--- src/rtl/if_fetch_pkg.sv ---
// Shared widths, constants and the fetch-queue entry type for the instruction-fetch front end.
package if_fetch_pkg;

  localparam int unsigned INST_ADDR_W = 32;
  localparam int unsigned INST_W      = 32;
  localparam int unsigned COUNT_W     = 2;

  localparam logic [INST_ADDR_W-1:0] ZERO_WORD     = '0;
  localparam logic [INST_ADDR_W-1:0] INST_RESET_PC = 32'h0000_0000;
  localparam logic                   CHIP_ENABLE   = 1'b1;
  localparam logic                   CHIP_DISABLE  = 1'b0;
  localparam logic                   RST_ENABLE    = 1'b1;

  typedef struct packed {
    logic [INST_ADDR_W-1:0] pc;
    logic [INST_W-1:0]      inst;
  } fetch_entry_t;

  // Redirect targets are forced onto a word boundary.
  function automatic logic [INST_ADDR_W-1:0] word_align(input logic [INST_ADDR_W-1:0] addr);
    return {addr[INST_ADDR_W-1:2], 2'b00};
  endfunction

endpackage

--- src/rtl/if_fetch_queue.sv ---
// Two-entry synchronous FIFO of {pc, inst}; clear drops all entries, pop on empty and push on full are ignored.
module fetch_queue
  import if_fetch_pkg::*;
(
  input  logic               clk,
  input  logic               rst,
  input  logic               push,
  input  logic               pop,
  input  logic               clear,
  input  fetch_entry_t       din,
  output fetch_entry_t       head_c,
  output logic [COUNT_W-1:0] count
);

  fetch_entry_t mem [2];
  logic         rd_ptr;
  logic         wr_ptr;
  logic         do_push;
  logic         do_pop;

  always_comb begin
    do_pop  = pop && (count != COUNT_W'(0));
    do_push = push && ((count < COUNT_W'(2)) || do_pop);
    head_c  = mem[rd_ptr];
  end

  always_ff @(posedge clk) begin
    if (do_push && !clear && !rst) begin
      mem[wr_ptr] <= din;
    end
  end

  always_ff @(posedge clk) begin
    if (rst == RST_ENABLE || clear) begin
      rd_ptr <= 1'b0;
      wr_ptr <= 1'b0;
      count  <= '0;
    end else begin
      if (do_push) wr_ptr <= ~wr_ptr;
      if (do_pop)  rd_ptr <= ~rd_ptr;
      case ({do_push, do_pop})
        2'b10:   count <= count + COUNT_W'(1);
        2'b01:   count <= count - COUNT_W'(1);
        default: count <= count;
      endcase
    end
  end

endmodule

--- src/rtl/if_fetch.sv ---
// Instruction-fetch front end: PC, ROM enable/address, redirect handling and a 2-entry queue toward decode.
module if_fetch
  import if_fetch_pkg::*;
#(
  parameter logic [INST_ADDR_W-1:0] RESET_PC = INST_RESET_PC
) (
  input  logic                   clk,
  input  logic                   rst,
  input  logic                   flush_i,
  input  logic [INST_ADDR_W-1:0] new_pc_i,
  input  logic                   branch_flag_i,
  input  logic [INST_ADDR_W-1:0] branch_target_address_i,
  output logic                   rom_ce_o,
  output logic [INST_ADDR_W-1:0] rom_addr_o,
  input  logic [INST_W-1:0]      rom_inst_i,
  input  logic                   id_ready_i,
  output logic                   id_valid_o,
  output logic [INST_ADDR_W-1:0] id_pc_o,
  output logic [INST_W-1:0]      id_inst_o,
  output logic                   misalign_o
);

  logic                   redirect;
  logic [INST_ADDR_W-1:0] target;
  logic                   pop;
  logic                   push;
  logic [COUNT_W-1:0]     count;
  fetch_entry_t           head;
  fetch_entry_t           fetched;

  // Flush outranks branch; a redirect cycle never pushes, so no wrong-path entry reaches decode.
  always_comb begin
    redirect     = flush_i || branch_flag_i;
    target       = flush_i ? new_pc_i : branch_target_address_i;
    id_valid_o   = (count != COUNT_W'(0));
    pop          = id_valid_o && id_ready_i;
    push         = (rom_ce_o == CHIP_ENABLE) && !redirect &&
                   ((count < COUNT_W'(2)) || pop);
    fetched.pc   = rom_addr_o;
    fetched.inst = rom_inst_i;
    id_pc_o      = id_valid_o ? head.pc   : ZERO_WORD;
    id_inst_o    = id_valid_o ? head.inst : INST_W'(0);
  end

  always_ff @(posedge clk) begin
    if (rst == RST_ENABLE) begin
      rom_addr_o <= RESET_PC;
      rom_ce_o   <= CHIP_DISABLE;
      misalign_o <= 1'b0;
    end else begin
      rom_ce_o   <= CHIP_ENABLE;
      misalign_o <= redirect && (target[1:0] != 2'b00);
      if (redirect) begin
        rom_addr_o <= word_align(target);
      end else if (push) begin
        rom_addr_o <= rom_addr_o + INST_ADDR_W'(4);
      end
    end
  end

  fetch_queue u_queue (
    .clk    (clk),
    .rst    (rst),
    .push   (push),
    .pop    (pop),
    .clear  (redirect),
    .din    (fetched),
    .head_c (head),
    .count  (count)
  );

endmodule

--- config.mk ---
export PLATFORM = sky130hd
export DESIGN_NAME = if_fetch
export DESIGN_NICKNAME = d
export VERILOG_FILES = /design/src/rtl/if_fetch_pkg.sv /design/src/rtl/if_fetch_queue.sv /design/src/rtl/if_fetch.sv
export SDC_FILE = /design/constraint.sdc
export NUM_CORES = 1
export LEC_CHECK = 0
export ABC_AREA = 1
export BUFFER_PORTS_ARGS = -buffer_cell sky130_fd_sc_hd__buf_2
export CAP_MARGIN = 5
export CORE_MARGIN = 2
export CORE_UTILIZATION = 25
export CTS_CLUSTER_SIZE = 16
export DETAILED_ROUTE_END_ITERATION = 10
export GPL_ROUTABILITY_DRIVEN = 0
export SETUP_SLACK_MARGIN = 0.05
export SYNTH_ARGS = -nofsm -noshare
export SYNTH_HDL_FRONTEND = slang
export SYNTH_HIERARCHICAL = 1
export SYNTH_SLANG_ARGS = --single-unit
--- constraint.sdc ---
create_clock -name clk -period 15.8 [get_ports clk]
set_input_delay 0.79 -clock clk [delete_from_list [all_inputs] [get_ports clk]]
set_output_delay 0.79 -clock clk [all_outputs]
set_load 0.02 [all_outputs]
* Word level (Yosys, flattened, before mapping)
Memory sizes are Yosys's and may differ from the RTL's. A register that Yosys moved wholly into a read port is not among the register bits. Index checks and enable logic that the tools add are counted.
Operators by class: add/sub/neg operators 3, $lt $le $gt $ge 1, equality and inequality tests 2, mux-type cells 11, bitwise operators 2, reductions and logical operators 19
Operator list (number):
- 32-bit two-way mux | 5
- 32-bit by 3-bit adder with 32-bit output, second input constant | 1
- 1-bit logical AND | 8
- 2-bit nonzero test | 4
- 1-bit two-way mux | 5
- 1-bit logical OR | 4
- 2-bit one-hot mux with 2 select lines | 1
- 2-bit by 1-bit adder with 2-bit output, second input constant | 1
- 2-bit by 1-bit == test with 1-bit output, second input constant | 1
- 2-bit == test, second input constant | 1
- 1-bit logical NOT | 2
- 2-bit < comparator, second input constant | 1
- 1-bit inverter | 2
- 2-bit OR reduction | 1
- 2-bit by 1-bit subtractor with 2-bit output, second input constant | 1
Word-level totals: bits in registers 38, bits in writable memories 128, bits of input ports 101, output and inout port bits 99, memories kept 1
Memories:
- u_queue.mem | words 2, width 64, rd ports 1, clocked after memory_dff 1, write ports 1, line if_fetch_queue.sv:15 | fetch_entry_t mem [2];

* Longest topological paths before layout
depth in word-level cells 9, depth in mapped cells 11, gate-level depth less buffers 11

* By module
Netlist, hierarchy kept.
By module, submodules not included:
- fetch_queue | times used 1, cells an instance 236, area each 5166.2 um^2, seq. area each 3943.8 um^2
- if_fetch | times used 1, cells an instance 536, area each 2975.4 um^2, seq. area each 640.6 um^2

* Least setup slack after synthesis
OpenSTA, ideal clock, no wires.
path type input -> register, from in flush_i, to mem u_queue/mem[1][0] (netlist bit) (enable), setup time 0.565 ns, data arrival time 5.855 ns, required time 15.235 ns, setup slack 9.380 ns, stages 6, path through buf_4 nor2_8 inv_2 nor2_1 inv_1 nor3_1
On the way: word-level cells in the longest chain between the ends 9
Ends and longest elaborated chain:
- from (decl) | line if_fetch.sv:9 | input logic flush_i,
- 1-bit logical OR (*) | line if_fetch.sv:33 | redirect = flush_i || branch_flag_i;
- named net redirect | line if_fetch.sv:23 | logic redirect;
- 1-bit logical NOT (*) | line if_fetch_queue.sv:28, if_fetch.sv:37
- 1-bit logical AND (2 in a row) | line if_fetch.sv:37 | push = (rom_ce_o == CHIP_ENABLE) && !redirect &&
- 1-bit logical AND | line if_fetch_queue.sv:23 | do_push = push && ((count < COUNT_W'(2)) || do_pop);
- 1-bit logical AND (*) (2 in a row) | line if_fetch_queue.sv:28 | if (do_push && !clear && !rst) begin
- 1-bit two-way mux (*) | line if_fetch_queue.sv:28
- 1-bit two-way mux (not written as such) (*) | line if_fetch_queue.sv:29 | mem[wr_ptr] <= din;
- to (decl) | line if_fetch_queue.sv:15
Mark *: on every way through the listed nets, which the timed path passes. The rest lies on a longest branch.

==> results.json <==
{
  "fin_setup_tns_ns": 0,
  "clock_tree.root_cell": "sky130_fd_sc_hd__clkbuf_16",
  "die_width_um": 184,
  "core-area_um2": 32300,
  "cts.path.max_buffers": 2,
  "worst_slew_margin_rel_pct": 29.7,
  "worst_path_largest_cell_delay_ns": 0.74,
  "grt_util_all_layers_pct": 11.8,
  "layout.nets": 1067,
  "tritoncts_num_sinks": 165,
  "setup_repair_after_global_routing_missed_its_margin": "no",
  "filler_cell_count": 3353,
  "residual_antenna_violating_net_count_after_detailed_routing": 0,
  "global_route_wire_length_before_repair_um": 30600,
  "grt_pass1_vias": 5539,
  "numPortBuffers": 197,
  "cap_viol_max_count": 0,
  "worst-path-max-fanout": 45,
  "post_synth.cell_area_avg_um2": 10.5,
  "post_cts_resize_count": 0,
  "total_grt_overflow": 0,
  "largest_net_degree_at_the_start_of_global_routing": 66,
  "worst_ep_required_time_ns": 15.01,
  "hold_violations": 0,
  "post-synth-top-area-cell": "sky130_fd_sc_hd__edfxtp_1",
  "cts_buffers": 17,
  "synth_enable_flop_cells": 128,
  "cp_data_arrival_time_ns": 2.48,
  "cts.repair_timing.setup_buffer_count": 0,
  "finalSetupViolations": 0,
  "num_antenna_cells": 0,
  "drt_pre_antenna_iters": 5,
  "total_die_area_um2": 34000,
  "detail_route.iter0.violations": 301,
  "period_share_pct": 20.7,
  "fin_worst_hold_slack_ns": 0.510,
  "yosys_register_bits": 165,
  "list_of_cells_traversed_by_the_critical_path": "buf_4 > mux2_2 > inv_1 > nor2_1 > buf_2",
  "max-vdd-ir-drop_uv": 67.5,
  "fin_crit_ns": 3.27,
  "quantity_of_hold_fixing_buffers_added_after_cts": 0,
  "core.rowCount": 66,
  "stdcell_count": 1419,
  "drt_wl_total_um": 19900,
  "routed_wire_length_per_instance_um": 14.0,
  "setup.worst_path.start_class": "flop",
  "synth.cell_area_um2": 8140,
  "hold_path.class": "flop to flop",
  "tritoncts_clock_tree": "built",
  "post_drt_via_cell_ratio": 4.13,
  "antenna_found_initial": 0,
  "run_status": "finished, final reports clean",
  "pin_count": 200,
  "regToRegSetupSlack_ns": 13.69,
  "synth_top_flop_cell": "sky130_fd_sc_hd__edfxtp_1",
  "synthArstFlopShare_pct": 0,
  "syn2layout_area_growth_pct": 24.3,
  "number_of_drc_violations_after_detailed_routing": 0,
  "slew_viol_final": 0,
  "synth.yosys.seq_area_share_pct": 56.3,
  "worst_clock_skew_ns": 0.0149,
  "dr_total_vias": 5859,
  "critical-path-slowest-cell": "sky130_fd_sc_hd__buf_4",
  "synthesis.yosys.warnings": 6,
  "critical_path_class": "flop to output pin",
  "yosys.cell_types.count": 39,
  "dp_cells": 1387,
  "post_synth_top_area_share_pct": 47.2,
  "power_density_nw_per_um2": 98.3,
  "endpoint_kind": "output pin",
  "synth.area.top_cells": "sky130_fd_sc_hd__edfxtp_1, sky130_fd_sc_hd__mux2_4, sky130_fd_sc_hd__dfxtp_1",
  "htreeDepth": 4,
  "clk_pin_slew_worst_paths_ns": 0.06,
  "starting_density_of_the_core_pct": 25.2,
  "total_leakage_power_nw": 4.31,
  "postSynthCellCount": 772,
  "detailed_place_hpwl_um": 14000,
  "die_y_um": 184,
  "clk_latency_ns": 0.42,
  "actual_transition_at_the_worst_max_transition_pin_ns": 1.05,
  "layout-drive-gt1-share_pct": 33.4,
  "achievable-frequency_ghz": 0.305,
  "finalPower_uw": 995
}
## cell usage after synthesis, types with 2 or more instances
library cell and instances:
sky130_fd_sc_hd__clkbuf_1 9, sky130_fd_sc_hd__mux2_2 4, sky130_fd_sc_hd__a31oi_1 7, sky130_fd_sc_hd__edfxtp_1 128, sky130_fd_sc_hd__or2_2 3, sky130_fd_sc_hd__buf_2 9, sky130_fd_sc_hd__nor3_1 2, sky130_fd_sc_hd__nor2_1 125
sky130_fd_sc_hd__nand3_1 38, sky130_fd_sc_hd__nand2_1 99, sky130_fd_sc_hd__o21bai_1 4, sky130_fd_sc_hd__dfxtp_1 37, sky130_fd_sc_hd__a21oi_1 24, sky130_fd_sc_hd__ha_1 2, sky130_fd_sc_hd__nand2_2 5, sky130_fd_sc_hd__buf_4 4
sky130_fd_sc_hd__nor2_4 6, sky130_fd_sc_hd__o21ai_0 37, sky130_fd_sc_hd__a22oi_1 15, sky130_fd_sc_hd__buf_12 6, sky130_fd_sc_hd__a22o_1 13, sky130_fd_sc_hd__nand2_4 2, sky130_fd_sc_hd__nor2_2 6, sky130_fd_sc_hd__inv_1 108
sky130_fd_sc_hd__mux2_4 60, sky130_fd_sc_hd__buf_1 4, sky130_fd_sc_hd__inv_2 3
## stage by stage
step | setup slack [ns] | util (%) | instance area, µm²
2_1_floorplan | 9.38 | - | 8160
3_3_place_gp | 12.34 | 29.4 | 9500
3_5_place_dp | 12.24 | 29.4 | 9500
4_1_cts | 12.43 | 31.3 | 10100
5_1_grt | 12.33 | 31.3 | 10100
6_report | 12.53 | 31.3 | 10100
## placed cells by master, fill, tap and decap left out, types with 2 or more instances in the layout
master / count
sky130_fd_sc_hd__a21oi_1: 24
sky130_fd_sc_hd__a22o_1: 13
sky130_fd_sc_hd__a22oi_1: 15
sky130_fd_sc_hd__a31oi_1: 7
sky130_fd_sc_hd__buf_2: 197
sky130_fd_sc_hd__buf_4: 4
sky130_fd_sc_hd__bufinv_16: 4
sky130_fd_sc_hd__clkbuf_1: 3
sky130_fd_sc_hd__clkbuf_16: 17
sky130_fd_sc_hd__clkinv_4: 2
sky130_fd_sc_hd__clkinvlp_4: 3
sky130_fd_sc_hd__conb_1: 6
sky130_fd_sc_hd__dfxtp_1: 36
sky130_fd_sc_hd__edfxtp_1: 128
sky130_fd_sc_hd__ha_1: 2
sky130_fd_sc_hd__inv_1: 108
sky130_fd_sc_hd__inv_2: 3
sky130_fd_sc_hd__mux2_2: 4
sky130_fd_sc_hd__mux2_4: 60
sky130_fd_sc_hd__nand2_1: 99
sky130_fd_sc_hd__nand2_2: 5
sky130_fd_sc_hd__nand2_4: 2
sky130_fd_sc_hd__nand3_1: 38
sky130_fd_sc_hd__nor2_1: 122
sky130_fd_sc_hd__nor2_2: 7
sky130_fd_sc_hd__nor2_4: 8
sky130_fd_sc_hd__o21ai_0: 37
sky130_fd_sc_hd__o21bai_1: 4
sky130_fd_sc_hd__or2_2: 3
## final timing paths
kind | from | to | cells after the start
setup / recovery | flop | id_pc_o[15] | 5
setup reg to reg | u_queue/count[1]$_SDFFE_PP0P_ | u_queue/mem[1][11]$_DFFE_PP_ | 6
hold / removal | u_queue/rd_ptr$_SDFFE_PP0P_ | u_queue/rd_ptr$_SDFFE_PP0P_ | 2
hold reg to reg | u_queue/rd_ptr$_SDFFE_PP0P_ | u_queue/rd_ptr$_SDFFE_PP0P_ | 2
## critical path: cells and delay by family, from the launching register on
kind          cells  cell delay [ns]
flops             1             0.60
buf+inv           3             1.00
simple gates      1             0.04
mux               1             0.41
## cell families (layout without fill, tap and decap cells)
group                    count (synthesis)  in the layout  share of synthesized area, %
buffers and inverters                  144            344                          8.25
flip-flops                             165            165                          56.3
AND/OR/NAND/NOR                        292            292                          15.6
AO/OA/AOI/OAI                          104            104                          7.85
other                                    1              6                        0.0461
adder cells (fa/ha/maj)                  2              2                         0.307
multiplexers                            64             64                          11.6
## per-layer routing
metal  vias to the layer above  part of all wire (%)  global-route usage [%]
li1                       2962                     -                       -
met1                      2705                    48                    16.0
met2                       180                    46                    19.1
met3                        12                   5.3                    2.49
met4                         0                  0.83                    3.39
met5                         -                     0                       0
## layout make-up
type / count / area (µm²) / share of cell area (%)
multi-input cells: 468 / 2930 / 28.9
inverters: 111 / 417 / 4.12
well taps: 442 / 553 / 5.47
clock inverters: 12 / 179 / 1.77
clock buffers: 20 / 437 / 4.32
flip-flops and latches: 165 / 4590 / 45.4
repair buffers: 201 / 1020 / 10.0
## state kept, by name, summed over array words and instances (netlist names), named ones only
register        cells
rom_addr_o         30
misalign_o          1
u_queue/wr_ptr      1
rom_ce_o            1
u_queue/count       2
u_queue/mem       128
u_queue/rd_ptr      1
## where the power goes
group          switching (mW)  internal (mW)  leakage (nW)
clock                   0.171          0.265         0.287
combinational          0.0393         0.0266          2.55
sequential             0.0168          0.475          1.47
Note: power is estimated with default switching activity, not from simulation.
